[src/rtl/reg_file_dbg_access.sv]
// Debug-side initiator for the register file read port 1 and write port.
// Executes READ / WRITE / CLEAR commands while the core is halted and
// returns one response per command. All outputs come straight from flops.
// Optional macro DBG_WRITE_VERIFY_EN: read back each written register and
// report a mismatch in rsp_err.
module reg_file_dbg_access #(
    parameter int NUM_REGS = 32,
    parameter int ADDR_W   = 5,
    parameter int DATA_W   = 32
) (
    input  logic              clk,
    input  logic              rst_n,
    input  logic              halted,
    input  logic              cmd_valid,
    output logic              cmd_ready,
    input  logic [1:0]        cmd_op,
    input  logic [ADDR_W-1:0] cmd_addr,
    input  logic [DATA_W-1:0] cmd_wdata,
    output logic              rsp_valid,
    input  logic              rsp_ready,
    output logic [DATA_W-1:0] rsp_data,
    output logic              rsp_err,
    output logic [ADDR_W-1:0] read_reg1,
    input  logic [DATA_W-1:0] read_data1,
    output logic [ADDR_W-1:0] write_reg,
    output logic [DATA_W-1:0] write_data,
    output logic              write_reg_enable
);

    typedef enum logic [2:0] {
        S_IDLE,
        S_READ,
        S_WRITE,
        S_CLEAR,
`ifdef DBG_WRITE_VERIFY_EN
        S_VERIFY,
`endif
        S_RESP
    } state_t;

    localparam logic [ADDR_W-1:0] LAST_REG = ADDR_W'(NUM_REGS - 1);

    state_t            state, state_n;
    logic [ADDR_W-1:0] counter, counter_n;
    logic              cmd_ready_n, rsp_valid_n, rsp_err_n, we_n;
    logic [DATA_W-1:0] rsp_data_n, write_data_n;
    logic [ADDR_W-1:0] read_reg1_n, write_reg_n;
    logic              accept;

    assign accept = cmd_valid && cmd_ready;

    // Next-state and next-output computation; everything holds unless changed.
    always_comb begin
        state_n      = state;
        counter_n    = counter;
        rsp_valid_n  = rsp_valid;
        rsp_err_n    = rsp_err;
        rsp_data_n   = rsp_data;
        read_reg1_n  = read_reg1;
        write_reg_n  = write_reg;
        write_data_n = write_data;
        we_n         = 1'b0;
        case (state)
            S_IDLE: begin
                if (accept) begin
                    if (!halted || cmd_op == 2'b11) begin
                        state_n     = S_RESP;
                        rsp_valid_n = 1'b1;
                        rsp_err_n   = 1'b1;
                        rsp_data_n  = '0;
                    end else if (cmd_op == 2'b00) begin
                        state_n     = S_READ;
                        read_reg1_n = cmd_addr;
                    end else if (cmd_op == 2'b01) begin
                        if (cmd_addr == '0) begin
                            // x0 is hardwired zero: acknowledge without touching the reg file
                            state_n     = S_RESP;
                            rsp_valid_n = 1'b1;
                            rsp_err_n   = 1'b0;
                            rsp_data_n  = '0;
                        end else begin
                            state_n      = S_WRITE;
                            write_reg_n  = cmd_addr;
                            write_data_n = cmd_wdata;
                            we_n         = 1'b1;
                        end
                    end else begin
                        state_n      = S_CLEAR;
                        counter_n    = ADDR_W'(1);
                        write_reg_n  = ADDR_W'(1);
                        write_data_n = '0;
                        we_n         = 1'b1;
                    end
                end
            end
            S_READ: begin
                state_n     = S_RESP;
                rsp_valid_n = 1'b1;
                rsp_err_n   = 1'b0;
                rsp_data_n  = read_data1;
            end
            S_WRITE: begin
`ifdef DBG_WRITE_VERIFY_EN
                // write commits at the end of this cycle; read it back next cycle
                state_n     = S_VERIFY;
                read_reg1_n = write_reg;
`else
                state_n     = S_RESP;
                rsp_valid_n = 1'b1;
                rsp_err_n   = 1'b0;
                rsp_data_n  = write_data;
`endif
            end
`ifdef DBG_WRITE_VERIFY_EN
            S_VERIFY: begin
                state_n     = S_RESP;
                rsp_valid_n = 1'b1;
                rsp_err_n   = (read_data1 != write_data);
                rsp_data_n  = read_data1;
            end
`endif
            S_CLEAR: begin
                // counter = register being written this cycle = writes done at the edge
                if (counter == LAST_REG) begin
                    state_n     = S_RESP;
                    rsp_valid_n = 1'b1;
                    rsp_err_n   = 1'b0;
                    rsp_data_n  = DATA_W'(counter);
                end else if (!halted) begin
                    state_n     = S_RESP;
                    rsp_valid_n = 1'b1;
                    rsp_err_n   = 1'b1;
                    rsp_data_n  = DATA_W'(counter);
                end else begin
                    counter_n   = counter + ADDR_W'(1);
                    write_reg_n = counter + ADDR_W'(1);
                    we_n        = 1'b1;
                end
            end
            S_RESP: begin
                if (rsp_ready) begin
                    state_n     = S_IDLE;
                    rsp_valid_n = 1'b0;
                end
            end
            default: state_n = S_IDLE;
        endcase
        cmd_ready_n = (state_n == S_IDLE);
    end

    // State and output registers; reset aborts any operation immediately.
    always_ff @(posedge clk or negedge rst_n) begin
        if (!rst_n) begin
            state            <= S_IDLE;
            counter          <= '0;
            cmd_ready        <= 1'b0;
            rsp_valid        <= 1'b0;
            rsp_err          <= 1'b0;
            rsp_data         <= '0;
            read_reg1        <= '0;
            write_reg        <= '0;
            write_data       <= '0;
            write_reg_enable <= 1'b0;
        end else begin
            state            <= state_n;
            counter          <= counter_n;
            cmd_ready        <= cmd_ready_n;
            rsp_valid        <= rsp_valid_n;
            rsp_err          <= rsp_err_n;
            rsp_data         <= rsp_data_n;
            read_reg1        <= read_reg1_n;
            write_reg        <= write_reg_n;
            write_data       <= write_data_n;
            write_reg_enable <= we_n;
        end
    end

endmodule

[config.mk]
export PLATFORM = sky130hd
export DESIGN_NAME = reg_file_dbg_access
export DESIGN_NICKNAME = d
export VERILOG_FILES = /design/src/rtl/reg_file_dbg_access.sv
export SDC_FILE = /design/constraint.sdc
export NUM_CORES = 1
export LEC_CHECK = 0
export CAP_MARGIN = 20
export CORE_AREA = 2 2 115 117
export DETAILED_ROUTE_END_ITERATION = 16
export DIE_AREA = 0 0 117 119
export DONT_BUFFER_PORTS = 1
export HOLD_SLACK_MARGIN = 0.05
export PLACE_DENSITY = 0.56
export SYNTH_ARGS = -nofsm -noshare
export SYNTH_HDL_FRONTEND = slang
export SYNTH_SLANG_ARGS = --single-unit
[constraint.sdc]
create_clock -name clk -period 4.8 [get_ports clk]
set_clock_uncertainty 0.2 [all_clocks]
set_input_delay 0.72 -clock clk [delete_from_list [all_inputs] [get_ports clk]]
set_output_delay 0.72 -clock clk [all_outputs]
set_load 0.03 [all_outputs]
==> results_dict.tcl, run 1 <==
set metrics [dict create \
    r2r_slack_ps 1690 \
    ff_latch_area_sq_um 2150 \
    synth-edff-count 0 \
    setup_viol 0 \
    grt_pass1_vias 2776 \
    ctsRootBufferMaster "clkbuf_16" \
    period_share 0.647 \
    nets 451 \
    multi_input_area_sq_um 1570 \
    grt-ovfl-total 0 \
    grt_pass1_wl_microns 15300 \
    fin_crit_ps 3110 \
    async_reset_ff_frac 1.00 \
    critical_path_arrival_ps 3130 \
    post_cts_buffers 0 \
    clock_latency_ps 340 \
    antenna_cells 0 \
    synth_cell_types 40 \
    fillers 1322 \
    reg2reg_to "rsp_err" \
    cp.required_ps 4820 \
    maxSlewViolCount 0 \
    ios 154 \
    largestRegisters "rsp_data (32), write_data (32)" \
    ys.flop_type "dfrtp_1" \
    synth.top_cells.by_area "dfrtp_1 (56%), nand2_1 (12%), a22oi_1 (5.1%)" \
    p_int_w 0.00152 \
    synth_area_sq_um 3850 \
    seqPwrFrac 0.616 \
    hold_path.class "primary input to async pin" \
    critPathCaptureType "flip-flop" \
    leakagePower_nw 2.00 \
    yosysWarnings 0 \
    gp_congestion 0.817 \
    synth.avg_cell_area_sq_um 10.2 \
    first_pass_iters 4 \
    grt_setup_unrepaired "no" \
    clock_path_buffers 2 \
    floorplan.rows 42 \
    crit_path_start_kind "flip-flop" \
    antenna_found_initial 0 \
    p_clk_frac 0.224 \
    powerDensity_nw_per_um2 655 \
    finalWirelength_microns 10100 \
    worst-path-max-fanout 35 \
    slew_headroom 0.327 \
    ant_nets 0 \
    synth.net_count 457 \
    r2r_start "counter[0]" \
    initial_utilization 0.299 \
    synth_largest_area_cell "dfrtp_1" \
    cts_tree "done" \
    cts_buffers 9 \
    htreeDepth 3 \
    worst_pin_slew_ps 1010 \
    yosys.cell_count.top_type "nand2_1" \
    fp.dieH_microns 119 \
    path_clk_slew_ps 60 \
    die_w_microns 117 \
    first_iter_violations 104 \
    r2r_cells 7 \
    syn_to_final_growth_pct 11.3 \
    switchingPower_w 0.00129 \
    synth_seq_cells 86 \
    wire_per_inst_microns 18.3 \
    yosysSeqAreaShare 0.559 \
    grt_usage 0.148 \
    max-cap-violations 0 \
    place_hpwl_microns 7150 \
    setup_tns_ps 0 \
    vias_per_cell 4.96 \
    switching_share 0.459 \
    dieArea_sq_um 13900 \
    drc 0 \
    status "complete, no violations" \
    p_comb_frac 0.159 \
    ir_drop_v 0.000226 \
    coreArea_sq_um 12900 \
    synthCells 379 \
    criticalPathCategory "flip-flop to flip-flop" \
    synth.cells.most_frequent "nand2_1 (125), dfrtp_1 (86), o21ai_0 (38)" \
    fmax_mhz 322 \
    finalHoldViolations 0 \
    clkSinkCount 86 \
    port_buffers 0 \
    drive_above_1_share 0.138 \
    grt_max_degree 87 \
    vias 2750 \
    power.total_w 0.00280 \
    synth_top_area_frac 0.559 \
]
## cells by family after synthesis
kind of cell	Yosys count	synth area share
adders and majority gates	2	0.00650
buffers and inverters	25	0.0367
xor gates and xnor gates	2	0.00455
muxes	18	0.0572
and+or+nand+nor	155	0.177
DFF	86	0.559
AOI/OAI and AO/OA	91	0.159
## how the worst max path moves through the flow
| stage | from | cells after the start | to |
|---|---|---|---|
| floorplan | counter[0] | 8 | counter[3] |
| global placement | counter[0] | 7 | rsp_err |
| detailed placement | counter[0] | 7 | rsp_err |
| CTS | counter[0] | 7 | rsp_err |
| global route | counter[0] | 8 | cmd_ready |
| finish | counter[0] | 7 | rsp_err |
## per-layer routing
metal  vias up  wire (microns)  track usage
met5         -               0            0
met2       120            4870        0.228
li1       1288               -            -
met4         0             196       0.0713
met3        13             740       0.0524
met1      1329            4310        0.184
## cells in the final DEF (no fill, tap or decap), types with 2 or more instances in the layout
cell type  instances
a21oi_1            4
inv_1              3
a31o_2             3
mux2_4             5
a21bo_2            2
clkbuf_16          9
mux2_2            11
ha_1               2
and3_1             2
dfrtp_1           86
clkinv_2           5
nand2_1          125
nor2_1             6
nand3_1            5
o21ai_0           38
nor2b_1            2
a21o_1             3
buf_4              4
a22o_1            12
a22oi_1           26
nor3b_1            2
## metrics by stage
step                hold WS [ps]   util  worst slack (ps)  instances  instance area, sq um
floorplan                    224      -              2440        379                  3850
global placement             226  0.310              1740        537                  3990
detailed placement           225  0.310              1670        537                  3990
CTS                         92.7  0.332              1640        554                  4280
global route                93.6  0.332              1420        554                  4280
finish                      75.0  0.332              1690        554                  4280
## timing repair
item | 4_1_cts | 5_1_grt
hold buffers | 1 | 0
resized for setup | 0 | 0
endpoints found under the hold margin | 86 | 0
## worst max-delay path, stage by stage (launching register included)
cell	delay, ps
dfrtp_1	430
ha_1	270
and3_1	190
ha_1	170
nor2b_1	230
a311oi_2	240
a21oi_4	830
mux2_2	410
## layout make-up
| class | instances | share of cell area |
|---|---|---|
| timing repair buffer | 5 | 0.0134 |
| multi-input combinational | 268 | 0.367 |
| clock buffer | 9 | 0.0526 |
| tap | 176 | 0.0514 |
| inverter | 3 | 0.00263 |
| clock inverter | 7 | 0.00965 |
| sequential | 86 | 0.503 |
## power by group through the flow
stage	sequential [W]	clock, W	combinational [W]
detailed placement	0.00175	0	0.000436
global placement	0.00174	0	0.000418
finish	0.00173	0.000629	0.000446
global route	0.00176	0.000688	0.000519
floorplan	0.00164	0	0.000381
CTS	0.00173	0.000659	0.000454
(Power assumes the default switching activity.)
==> run 2: changes to the inputs <==
==> constraint.sdc (replaced) <==
create_clock -name clk -period 3.15 [get_ports clk]
set_clock_uncertainty 0.2 [all_clocks]
set_input_delay 0.4725 -clock clk [delete_from_list [all_inputs] [get_ports clk]]
set_output_delay 0.4725 -clock clk [all_outputs]
set_load 0.03 [all_outputs]
==> run 2 against run 1 <==
  * Die area stayed put
  * Non-clock buffer count is 12 higher
  * Setup slack worse by 1100 ps
  * Sequential share of layout area is 1.9 points lower
  * Power is 57% higher
  * Critical path type unchanged
  * Critical endpoint is now rsp_data[2]
  * Highest routed layer unchanged
==> results_dict.tcl, run 2 (synthesized netlist as in run 1, its figures left out) <==
set metrics [dict create \
    clkSinkCount 86 \
    drive_above_1_share 0.136 \
    grt_pass1_vias 2677 \
    p_clk_frac 0.242 \
    cp.required_ps 3230 \
    fp.dieH_microns 119 \
    period_share 0.816 \
    critPathCaptureType "flip-flop" \
    grt_max_degree 87 \
    max-cap-violations 0 \
    grt_setup_unrepaired "no" \
    ant_nets 0 \
    worst-path-max-fanout 32 \
    leakagePower_nw 2.07 \
    clock_path_buffers 2 \
    path_clk_slew_ps 60 \
    ir_drop_v 0.000339 \
    port_buffers 0 \
    vias 2770 \
    cts_tree "done" \
    grt_usage 0.147 \
    drc 0 \
    crit_path_start_kind "flip-flop" \
    floorplan.rows 42 \
    final_area_sq_um 4440 \
    die_w_microns 117 \
    critical_path_arrival_ps 2650 \
    vias_per_cell 4.89 \
    p_int_w 0.00243 \
    syn_to_final_growth_pct 15.5 \
    initial_utilization 0.299 \
    grt-ovfl-total 0 \
    criticalPathCategory "flip-flop to flip-flop" \
    cts_hold_buffers 12 \
    htreeDepth 3 \
    finalWirelength_microns 10100 \
    hold_path.class "primary input to flip-flop" \
    ctsRootBufferMaster "clkbuf_16" \
    post_dp_cell_area_sq_um 4010 \
    cts_resized 0 \
    worst_pin_slew_ps 678 \
    largestRegisters "rsp_data (32), write_data (32)" \
    antenna_cells 0 \
    place_hpwl_microns 7040 \
    wire_per_inst_microns 17.8 \
    dieArea_sq_um 13900 \
    finalHoldViolations 0 \
    switchingPower_w 0.00196 \
    grt_pass1_wl_microns 15100 \
    fmax_mhz 389 \
    setup_tns_ps 0 \
    clock_latency_ps 340 \
    slew_headroom 0.548 \
    fin_crit_ps 2570 \
    setup_viol 0 \
    seqPwrFrac 0.600 \
    final_common_cell "nand2_1" \
    gp_congestion 0.886 \
    switching_share 0.447 \
    maxSlewViolCount 0 \
    post_cts_buffers 0 \
    powerDensity_nw_per_um2 990 \
    cts_buffers 9 \
    first_pass_iters 4 \
    coreArea_sq_um 12900 \
    antenna_found_initial 0 \
    p_comb_frac 0.159 \
    ios 154 \
    status "complete, no violations" \
    final_cell_mix "nand2_1 (125), dfrtp_1 (86), o21ai_0 (38), a22oi_1 (26), a22o_1 (12)" \
    first_iter_violations 155 \
    nets 463 \
]
run 2: layout make-up:
class / count / area [sq um]
Clock inverter: 6 / 61.3
Tap cell: 176 / 220
Fill cell: 1299 / 8430
Timing Repair Buffer: 17 / 188
Inverter: 3 / 11.3
Multi-Input combinational cell: 268 / 1570
Clock buffer: 10 / 239
Sequential cell: 86 / 2150
run 2: critical path: stages, from the launching register on:
cell	delay, ps
dfrtp_1	430
ha_1	260
and3_1	190
ha_1	170
nor2b_1	240
a311oi_2	230
a21oi_4	220
buf_4	370
a22o_1	200
run 2: final timing paths:
check / from / endpoint / slack, ps / cells past startpoint
setup / recovery: counter[0] / rsp_data[2] / 580 / 8
hold / removal: cmd_wdata[27] / write_data[27] / 60 / 2
setup reg to reg: counter[0] / rsp_data[2] / 580 / 8
hold reg to reg: counter[0] / counter[0] / 350 / 1
max in group asynchronous: rst_n / rsp_data[31] / 1880 / 2
min in group asynchronous: rst_n / read_reg1[0] / 450 / 2
run 2: routing by layer:
layer | vias up | track usage | part of all wire
met5 | - | 0 | 0
met4 | 0 | 0.0846 | 0.037
met3 | 21 | 0.0402 | 0.068
met2 | 103 | 0.220 | 0.46
met1 | 1329 | 0.190 | 0.43
li1 | 1317 | - | -
run 2: power by group through the flow:
| stage | Sequential, W | Combinational, W | Clock, W |
|---|---|---|---|
| CTS | 0.00264 | 0.000710 | 0.00111 |
| floorplan | 0.00250 | 0.000581 | 0 |
| global placement | 0.00265 | 0.000648 | 0 |
| finish | 0.00264 | 0.000699 | 0.00106 |
| detailed placement | 0.00267 | 0.000671 | 0 |
| global route | 0.00269 | 0.000814 | 0.00116 |
run 2: per-stage QoR:
| stage | worst slack, ps | hold WS (ps) | total power [W] | util | std cells |
|---|---|---|---|---|---|
| 2_1_floorplan | 793 | -23.1 | 0.00308 | - | 379 |
| 3_3_place_gp | 618 | -21.3 | 0.00330 | 0.311 | 538 |
| 3_5_place_dp | 564 | -21.7 | 0.00334 | 0.311 | 538 |
| 4_1_cts | 546 | 50.0 | 0.00446 | 0.345 | 566 |
| 5_1_grt | 374 | 52.7 | 0.00466 | 0.345 | 566 |
| 6_report | 581 | 62.9 | 0.00440 | 0.345 | 566 |
==> run 3: changes to the inputs <==
==> constraint.sdc (replaced) <==
create_clock -name clk -period 2.6 [get_ports clk]
set_clock_uncertainty 0.2 [all_clocks]
set_input_delay 0.39 -clock clk [delete_from_list [all_inputs] [get_ports clk]]
set_output_delay 0.39 -clock clk [all_outputs]
set_load 0.03 [all_outputs]
==> run 3 against run 2 <==
  * The run now ends with negative hold slack left
  * Routed wire length up 8.6%
  * Die area unchanged
  * Clock-buffer cell count up 1
  * Setup slack worse by 340 ps
  * Fmax up 8.8%
  * Clock power up 40%
  * Global-route usage up 1.1 points
  * Combinational power up 43%
  * Cell count up 11%
  * Core utilization up 4.9 points
  * Critical path depth unchanged
  * Critical endpoint is now rsp_data[0]
==> results_dict.tcl, run 3 (synthesized netlist as in run 1, its figures left out) <==
set metrics [dict create \
    status "finished, violations left" \
    failed_checks "negative hold slack" \
    r2r_start "counter[0]" \
    fillers 1242 \
    syn_to_final_growth_pct 32.0 \
    criticalPathCategory "flip-flop to flip-flop" \
    dieArea_sq_um 13900 \
    vias_per_cell 4.92 \
    ctsRootBufferMaster "clkbuf_16" \
    first_iter_violations 104 \
    grt_max_degree 87 \
    critPathCaptureType "flip-flop" \
    fmax_mhz 424 \
    reg2reg_to "rsp_data[0]" \
    place_inst 546 \
    initial_utilization 0.299 \
    holdWs_ps -458 \
    grt_setup_unrepaired "no" \
    grt-ovfl-total 0 \
    met1_usage 0.195 \
    antenna_found_initial 0 \
    cts_tree "done" \
    gp_congestion 0.884 \
    grtUsageMet3 0.0478 \
    crit_end "rsp_data[0]" \
    crit_path_start "counter[0]" \
    max-cap-violations 0 \
    slew_headroom 0.656 \
    largestRegisters "rsp_data (32), write_data (32)" \
    finalWirelength_microns 10900 \
    ir_drop_v 0.000368 \
    worst_pin_slew_ps 511 \
    final_cell_mix "nand2_1 (125), dfrtp_1 (86), dlygate4sd3_1 (66), o21ai_0 (38), a22oi_1 (26)" \
    port_buffers 0 \
    grt_usage 0.158 \
    grt_pass1_vias 3148 \
    coreArea_sq_um 12900 \
    nets 525 \
    maxSlewViolCount 0 \
    fp.dieH_microns 119 \
    floorplan.rows 42 \
    path_clk_slew_ps 60 \
    final_common_cell "nand2_1" \
    place_hpwl_microns 7260 \
    r2r_slack_ps 240 \
    clock_path_buffers 2 \
    setup_viol 0 \
    drc 0 \
    cp.required_ps 2630 \
    fin_cells 627 \
    post_cts_buffers 0 \
    fin_crit_ps 2360 \
    setup_tns_ps 0 \
    finalHoldViolations 86 \
    clkSinkCount 86 \
    htreeDepth 3 \
    first_pass_iters 4 \
    r2r_cells 8 \
    use_met2 0.248 \
    drive_above_1_share 0.131 \
    cts_buffers 9 \
    period_share 0.908 \
    grt_pass1_wl_microns 16400 \
    antenna_cells 0 \
    ant_nets 0 \
    critical_path_arrival_ps 2390 \
    die_w_microns 117 \
    wire_per_inst_microns 17.4 \
    vias 3087 \
    worst-path-max-fanout 32 \
    cts_hold_buffers 66 \
    leakagePower_nw 2.34 \
    crit_path_start_kind "flip-flop" \
    ios 154 \
    grt-busiest-layer "met2" \
    clock_latency_ps 340 \
    hold_path.class "primary input to async pin" \
    powerDensity_nw_per_um2 1110 \
]
[run 3: cell count changes in the layout (fill, tap and decap cells not counted), sizes merged]
cell | before | now
buf | 6 | 13
clkinvlp | 1 | 0
clkinv | 4 | 1
bufinv | 1 | 3
dlygate4sd3 | 11 | 66
clkbuf | 10 | 11
[run 3: power breakdown]
group	internal, W	leakage, nW	switching (W)
sequential	0.00181	1.15	0.00135
combinational	0.000471	1.03	0.000526
clock	0.000959	0.166	0.000522
total	0.00324	2.34	0.00240
[run 3: cell type report]
cell class	instances	area, sq um	share of cell area
clock inverters	4	95.1	0.0187
multi-input cells	268	1590	0.312
well taps	176	220	0.0434
flip-flops and latches	86	2150	0.424
inverters	3	11.3	0.00222
repair buffers	79	771	0.152
clock buffers	11	243	0.0478
[run 3: timing repair]
item / 4_1_cts / 5_1_grt
endpoints found under the setup margin: 0 / 17
endpoints found under the hold margin: 152 / 86
resized for setup: 0 / 2
[run 3: worst max-delay path: stages (launching register included)]
cell and delay [ps]:
dfrtp_1 430, ha_1 250, and3_1 170, ha_1 150, nor2b_2 70, a311oi_4 460, a21oi_4 90, buf_12 190
a22o_1 240
[run 3: worst min-delay path by stage]
stage,startpoint,endpoint,cells after the start
after floorplan,rst_n,cmd_ready,0
after global placement,rst_n,read_reg1[3],0
after detailed placement,rst_n,read_reg1[3],0
after CTS,rst_n,state[1],0
after global routing,rst_n,rsp_data[18],0
final,rst_n,read_reg1[3],0
[run 3: metrics by stage]
step	hold WS [ps]	setup WS, ps	utilization	cell area (sq um)	total power (W)
floorplan	-106	243	-	3850	0.00373
global placement	-103	222	0.316	4070	0.00405
detailed placement	-103	133	0.316	4070	0.00409
CTS	-479	116	0.393	5060	0.00567
global route	-479	92.8	0.394	5080	0.00593
finish	-458	239	0.394	5080	0.00563
[run 3: layer usage]
layer | share of wire | vias to the layer above
met5 | 0 | -
met4 | 0.033 | 0
met3 | 0.059 | 27
met2 | 0.48 | 119
met1 | 0.43 | 1500
li1 | - | 1441
